--- config.mk ---
export PLATFORM = sky130hd
export DESIGN_NAME = pm_line_server_flat
export DESIGN_NICKNAME = d
export VERILOG_FILES = /design/src/rtl/pm_line_server_if.sv /design/src/rtl/pm_line_server.sv /design/src/flat_wrapper.sv
export SDC_FILE = /design/constraint.sdc
export NUM_CORES = 1
export LEC_CHECK = 0
export CAP_MARGIN = 0
export CELL_PAD_IN_SITES_DETAIL_PLACEMENT = 0
export CELL_PAD_IN_SITES_GLOBAL_PLACEMENT = 1
export CORE_UTILIZATION = 29
export DETAILED_ROUTE_END_ITERATION = 12
export PLACE_DENSITY = 0.83
export REMOVE_ABC_BUFFERS = 1
export SETUP_SLACK_MARGIN = 0.02
export SLEW_MARGIN = 15
export SYNTH_ARGS = -nofsm -noshare
export SYNTH_HDL_FRONTEND = slang
export SYNTH_SLANG_ARGS = --single-unit
--- constraint.sdc ---
create_clock -name clk -period 1.51 [get_ports clk]
set_input_delay 0.2265 -clock clk [delete_from_list [all_inputs] [get_ports clk]]
set_output_delay 0.2265 -clock clk [all_outputs]
set_load 0.05 [all_outputs]
--- src/rtl/pm_line_server_if.sv ---
// Request, ROM and fill-beat signals of the line server, grouped for port passing.
// slave = server side; master = sequencer/ROM/sink side.
interface pm_line_server_if;
   logic       req_valid;
   logic       req_ready;
   logic [4:0] req_line;
   logic [2:0] req_offset;
   logic [7:0] rom_address;
   logic [7:0] rom_data;
   logic       fill_valid;
   logic       fill_ready;
   logic [7:0] fill_data;
   logic [2:0] fill_offset;
   logic       fill_last;
   logic       busy;

   modport slave (
      input  req_valid, req_line, req_offset, rom_data, fill_ready,
      output req_ready, rom_address, fill_valid, fill_data, fill_offset, fill_last, busy
   );

   modport master (
      output req_valid, req_line, req_offset, rom_data, fill_ready,
      input  req_ready, rom_address, fill_valid, fill_data, fill_offset, fill_last, busy
   );
endinterface

--- src/rtl/pm_line_server.sv ---
// Line-fill server: streams the 8 words of a program line as fill beats (start word via PM_CRITICAL_WORD_FIRST_EN).
// Latency: one FETCH cycle after acceptance, then one beat per cycle (9 cycles to the last beat).
// Backpressure: fill_ready low holds the presented beat and the ROM address; requests are refused while busy.
module pm_line_server (
   input  logic              clk,
   input  logic              sync_reset,
   pm_line_server_if.slave   bus
);

   typedef enum logic [1:0] {
      S_IDLE   = 2'd0,
      S_FETCH  = 2'd1,
      S_STREAM = 2'd2
   } state_t;

   state_t     r_state;
   state_t     w_state_nxt;

   logic [4:0] r_line;
   logic [2:0] r_word;
   logic [2:0] r_beat;
   logic [7:0] r_fill_data;
   logic [2:0] r_fill_offset;

   logic       w_req_acc;
   logic       w_load;
   logic       w_beat_acc;
   logic       w_req_ready;
   logic       w_busy;
   logic       w_fill_valid;
   logic       w_fill_last;
   logic [2:0] w_start;

`ifdef PM_CRITICAL_WORD_FIRST_EN
   assign w_start = bus.req_offset;
`else
   // Offset is deliberately discarded: lines always stream from word 0.
   assign w_start = bus.req_offset & 3'b000;
`endif

   always_ff @(posedge clk) begin
      if (sync_reset) begin
         r_state <= S_IDLE;
      end else begin
         r_state <= w_state_nxt;
      end
   end

   always_comb begin
      w_state_nxt  = r_state;
      w_req_acc    = 1'b0;
      w_load       = 1'b0;
      w_beat_acc   = 1'b0;
      w_req_ready  = 1'b0;
      w_busy       = 1'b0;
      w_fill_valid = 1'b0;
      w_fill_last  = 1'b0;
      case (r_state)
         S_IDLE: begin
            w_req_ready = 1'b1;
            if (bus.req_valid) begin
               w_req_acc   = 1'b1;
               w_state_nxt = S_FETCH;
            end
         end
         S_FETCH: begin
            w_busy      = 1'b1;
            w_load      = 1'b1;
            w_state_nxt = S_STREAM;
         end
         S_STREAM: begin
            w_busy       = 1'b1;
            w_fill_valid = 1'b1;
            w_fill_last  = (r_beat == 3'd7);
            if (bus.fill_ready) begin
               w_beat_acc = 1'b1;
               // The eighth accepted beat closes the line; nothing further is loaded.
               if (r_beat == 3'd7) begin
                  w_state_nxt = S_IDLE;
               end else begin
                  w_load = 1'b1;
               end
            end
         end
         default: begin
            w_state_nxt = S_IDLE;
         end
      endcase
   end

   always_ff @(posedge clk) begin
      if (sync_reset) begin
         r_line        <= 5'd0;
         r_word        <= 3'd0;
         r_beat        <= 3'd0;
         r_fill_data   <= 8'd0;
         r_fill_offset <= 3'd0;
      end else begin
         if (w_req_acc) begin
            r_line <= bus.req_line;
            r_word <= w_start;
            r_beat <= 3'd0;
         end
         if (w_load) begin
            r_fill_data   <= bus.rom_data;
            r_fill_offset <= r_word;
            r_word        <= r_word + 3'd1;
         end
         if (w_beat_acc && !w_fill_last) begin
            r_beat <= r_beat + 3'd1;
         end
      end
   end

   assign bus.req_ready   = w_req_ready;
   assign bus.busy        = w_busy;
   assign bus.fill_valid  = w_fill_valid;
   assign bus.fill_last   = w_fill_last;
   assign bus.fill_data   = r_fill_data;
   assign bus.fill_offset = r_fill_offset;
   assign bus.rom_address = {r_line, r_word};

endmodule

--- src/flat_wrapper.sv ---
// flat-port wrapper written by rule: the top's interface ports become plain ports
module pm_line_server_flat 
  (clk, sync_reset, bus_req_valid, bus_req_line, bus_req_offset, bus_rom_data, bus_fill_ready, bus_req_ready, bus_rom_address, bus_fill_valid, bus_fill_data, bus_fill_offset, bus_fill_last, bus_busy);
  pm_line_server_if bus_i ();
  input  logic clk;
  input  logic sync_reset;
  input wire logic [$bits(bus_i.req_valid)-1:0] bus_req_valid;
  input wire logic [$bits(bus_i.req_line)-1:0] bus_req_line;
  input wire logic [$bits(bus_i.req_offset)-1:0] bus_req_offset;
  input wire logic [$bits(bus_i.rom_data)-1:0] bus_rom_data;
  input wire logic [$bits(bus_i.fill_ready)-1:0] bus_fill_ready;
  output wire logic [$bits(bus_i.req_ready)-1:0] bus_req_ready;
  output wire logic [$bits(bus_i.rom_address)-1:0] bus_rom_address;
  output wire logic [$bits(bus_i.fill_valid)-1:0] bus_fill_valid;
  output wire logic [$bits(bus_i.fill_data)-1:0] bus_fill_data;
  output wire logic [$bits(bus_i.fill_offset)-1:0] bus_fill_offset;
  output wire logic [$bits(bus_i.fill_last)-1:0] bus_fill_last;
  output wire logic [$bits(bus_i.busy)-1:0] bus_busy;
  assign bus_i.req_valid = bus_req_valid;
  assign bus_i.req_line = bus_req_line;
  assign bus_i.req_offset = bus_req_offset;
  assign bus_i.rom_data = bus_rom_data;
  assign bus_i.fill_ready = bus_fill_ready;
  assign bus_req_ready = bus_i.req_ready;
  assign bus_rom_address = bus_i.rom_address;
  assign bus_fill_valid = bus_i.fill_valid;
  assign bus_fill_data = bus_i.fill_data;
  assign bus_fill_offset = bus_i.fill_offset;
  assign bus_fill_last = bus_i.fill_last;
  assign bus_busy = bus_i.busy;
  pm_line_server u_core (.clk(clk), .sync_reset(sync_reset), .bus(bus_i));
endmodule
Word-level counts from Yosys, hierarchy flattened
Index checks and enable logic that the tools add are counted. Widths: inputs -> output; s select.

Register bits after elaboration: 24. Latch bits: 0. Bits in writable memories: 0. Memory bits (read-only): 0. Input bits: 20. Output and inout port bits: 23. Word-level logic and storage cells: 39. Memories kept: 0.

Add/sub/neg operators: 2. $mul: 0. Divide/modulo/power cells: 0. $lt $le $gt $ge: 0. Equality and inequality tests: 6. Shift operators: 0. Multiplexer cells: 18. Bitwise operators: 0. Reduce and logical (&&, ||, !) cells: 7.

Operators by type and width (count): $mux 1 (10); $mux 3 (3); $add 3x1->3 const B (2); $mux 2 (3); $pmux 2 s3 (1); $ne 2x2->1 const B (2); $reduce_bool 2->1 (2); $eq 3x3->1 const B (1); $reduce_and 3->1 (1); $eq 2x1->1 const B (1); $eq 2x2->1 const B (1); $logic_not 2->1 (1); $ne 2x1->1 const B (1); $pmux 1 s2 (1); $reduce_or 2->1 (1); $logic_and 1x1->1 (1); $logic_not 1->1 (1).

Longest topological paths before layout
Depth in word-level cells: 5. Depth in mapped cells: 7. Mapped depth without buffers: 5.

Least setup slack after synthesis
OpenSTA, ideal clock, no wires.

Path type: register to register. From: register u_core.r_state[0]. To: register u_core.r_fill_data[5], in the netlist u_core.bus.fill_data[5]. Setup time: 136 ps. Data arrival time: 1675 ps. Required time: 1374 ps. Path slack: -301 ps. Stages on the path, launching flop included: 7. Path buffers: 1. Clock period less this slack: 1811 ps. Path through: dfxtp_1 > inv_1 > ha_1 > nand4b_2 > buf_4 > nand3_1 > a21oi_2.

Cells in the longest elaborated chain, start to end: 2. Elaborated cells on any way between the ends: 3. Those cells by class: eq/ne: 2; mux: 1.

RTL lines: from (decl) (line pm_line_server.sv:16) `state_t r_state;`; from (signal assigned) (line pm_line_server.sv:45) `r_state <= w_state_nxt;`; $eq 2x2->1 / $eq 2x1->1 (equally long branches) (line pm_line_server.sv:58) `case (r_state)`; $pmux 1 s2 (*) (line pm_line_server.sv:58); to (signal assigned) (line pm_line_server.sv:105) `r_fill_data <= bus.rom_data;`; to (decl) (line pm_line_server.sv:22) `logic [7:0] r_fill_data;`.

Every way passes the cells marked *; elsewhere a longest branch is shown, timed or not. A chain may end at the register's enable or synchronous reset.

Worst setup path in the final report
From: register u_core.r_state[0]. To: output bus_fill_last.

Cells in the longest elaborated chain, start to end: 2.

RTL lines: $eq 2x2->1 (line pm_line_server.sv:58); $mux 1 (line pm_line_server.sv:58); to (decl) (line flat_wrapper.sv:17) `output wire logic [$bits(bus_i.fill_last)-1:0] bus_fill_last;`.

Every way passes these cells.

==> impl_metrics.tcl <==
set metrics [dict create \
    status "finished clean" \
    period_minus_slack_ns 1.47 \
    antenna_found_initial 0 \
    ys_top_cells_by_count "dfxtp_1, a21oi_1, nand3_1" \
    power_leakage_nw 0.777 \
    cts_buffer_depth 2 \
    crit_fanout 5 \
    synthAdderAreaFrac_pct 8.29 \
    timing_worst_setup_path_type "flip-flop to output port" \
    num_vias 1150 \
    setup_viol 0 \
    synth_edf_count 0 \
    cp_data_arrival_time_ns 1.25 \
    cp_slowest_cell "dfxtp_2" \
    first_global_vias 1151 \
    die_w_um 66.5 \
    synth_ff_type "dfxtp_1" \
    yosysMostFrequentCell "dfxtp_1" \
    synth_area_leaders "dfxtp_1, ha_1, o211ai_2" \
    crit_path_end_kind "output port" \
    critical_path.top_delay_family "flip-flops" \
    die_h_um 66.5 \
    syn_avg_cell_area_um2 9.43 \
    io_pins 43 \
    final.setup_skew_ns 0.00281 \
    rows 23 \
    synth_top_cell_by_area "dfxtp_1" \
    grt_max_degree 25 \
    worst_pin_slew_ns 0.376 \
    powerDensity_nw_per_um2 1210 \
    fillers 352 \
    finalWirelength_mm 3.45 \
    drc_errors 0 \
    drive_gt1_share_pct 42.5 \
    critPathRequiredTime_ns 1.28 \
    ys_ff_latch 24 \
    clkTransAtPathRegs_ns 0.09 \
    vdd_ir_drop_max_mv 0.358 \
    grt_pass1_wl_mm 5.25 \
    finalCritPeriodShare_pct 97.5 \
    slew_headroom_pct 74.9 \
    ys_seq_area_share_pct 39.8 \
    initial_core_util_pct 30.2 \
    synth_xor_area_share_pct 0 \
    placedCellCount 222 \
    clock.fmax_mhz 679 \
    finalHoldViolCount 0 \
    syn_inst 128 \
    postCtsHoldBufs 0 \
    diodes 0 \
    syn2layout_area_growth_pct 64.1 \
    numPortBuffers 39 \
    htree_levels 1 \
    cts_root_buffer "clkbuf_8" \
    synthSimpleGateAreaFrac_pct 18.8 \
    fp.coreArea_um2 4000 \
    antenna_left 0 \
    hp-class "flip-flop to flip-flop" \
    finalInstanceArea_um2 1980 \
    synth_area_um2 1210 \
    final_util_pct 49.5 \
    drt_iter0_markers 80 \
    synth_mux_area_share_pct 0 \
    drt-pass1-iter-count 4 \
    path_cells "inv_4, ha_4, buf_6, and2_4, buf_12" \
    synth-compound-area-share_pct 26.8 \
    drt-wirelength-per-cell_um 14.9 \
    drv_cap 0 \
    gp_congestion 0.714 \
    finalNonFillerCells 231 \
    cts.sinks 24 \
    critPathMaxStageDelay_ns 0.36 \
    die-area_um2 4430 \
    grt_use_total_pct 15.6 \
    finalPower_mw 2.39 \
    cts_tree "yes" \
    async_flop_share_pct 0 \
    synth_top_family_by_area "compound AO/OA/AOI/OAI gates" \
    cts_inserted_buffers 3 \
    slew_viol_final 0 \
    dpl-instance-area_um2 1780 \
    grt-ovfl-total 0 \
    rsz0062_at_grt "true" \
    nets 210 \
    worst-path-buf-inv 3 \
    hpwl_mm 2.35 \
    clock_latency_ns 0.26 \
    ys_types 26 \
    vias_per_cell 4.98 \
    yosys_warnings 0 \
    critPathLaunchType "flip-flop" \
    yosysTopAreaCellShare_pct 39.8 \
]
-- cells in the final DEF (no fill, tap or decap), types with 4 or more instances in the layout --
cell / count
buf_4: 26
o211ai_2: 8
dfxtp_1: 20
buf_12: 11
ha_4: 5
clkbuf_8: 4
nand2_1: 14
dfxtp_2: 4
a21oi_1: 16
clkdlybuf4s50_1: 16
o211ai_1: 4
a21oi_2: 8
nand3_1: 16
-- worst reg2reg max path: stages (launching register included) --
cell and delay, ns:
dfxtp_2 0.37, ha_4 0.14, ha_4 0.15, and3b_2 0.24
buf_12 0.15, o211ai_1 0.19, a21oi_1 0.10
-- layout make-up --
cell class,count,area (um2),share of cell area (%)
multi-input combinational,93,726,36.6
clock buffer,4,55.1,2.78
timing repair buffer,58,643,32.4
sequential,24,485,24.5
inverter,2,10.0,0.505
tap,50,62.6,3.16
-- state kept, by name, indices dropped and copies added, names as in the netlist --
register and count:
u_core.bus.fill_data 8, u_core.bus.fill_offset 3, u_core.r_beat 3, u_core.r_line 5, u_core.r_state 2, u_core.r_word 3
-- stage by stage --
stage | setup slack, ns | TNS (ns) | hold WS, ns
floorplan | -0.668 | -10.12 | 0.289
global placement | 0.00486 | 0 | 0.445
detailed placement | -0.0677 | -0.109 | 0.454
CTS | 0.0211 | 0 | 0.469
global route | -0.000945 | -0.000945 | 0.490
finish | 0.0375 | 0 | 0.466
-- path summary, 6_finish.rpt --
path,from,to,slack [ns],cells past startpoint
min,u_core.r_line[3],u_core.r_line[3],0.47,2
max,u_core.r_state[0],bus_fill_last,0.04,5
max reg2reg,u_core.r_beat[1],u_core.bus.fill_data[4],0.06,6
min reg2reg,u_core.r_line[3],u_core.r_line[3],0.47,2
-- logic make-up after synthesis --
family	count (synthesis)
fa+ha+maj	8
simple gates	43
flops	24
buf+inv	11
compound gates	42
-- where the power goes --
part / internal, mW / switching [mW]
sequential: 0.695 / 0.0411
combinational: 0.538 / 0.681
clock: 0.233 / 0.205
-- layer usage --
layer	wire length, um	track usage [%]	vias to the layer above	part of all wire (%)
met2	1960	31.8	26	57
met5	0	0	-	0
met3	139	2.57	0	4.0
met4	0	2.93	0	0
li1	-	-	568	-
met1	1350	16.4	556	39
-- timing repair --
action / 4_1_cts / 5_1_grt
pin swaps: 1 / 2
cloned: 0 / 2
endpoints found under the hold margin: 0 / 0
buffers inserted: 2 / 2
gates resized for setup: 19 / 4
setup endpoints to repair: 5 / 7
Note: power is estimated with default switching activity, not from simulation.
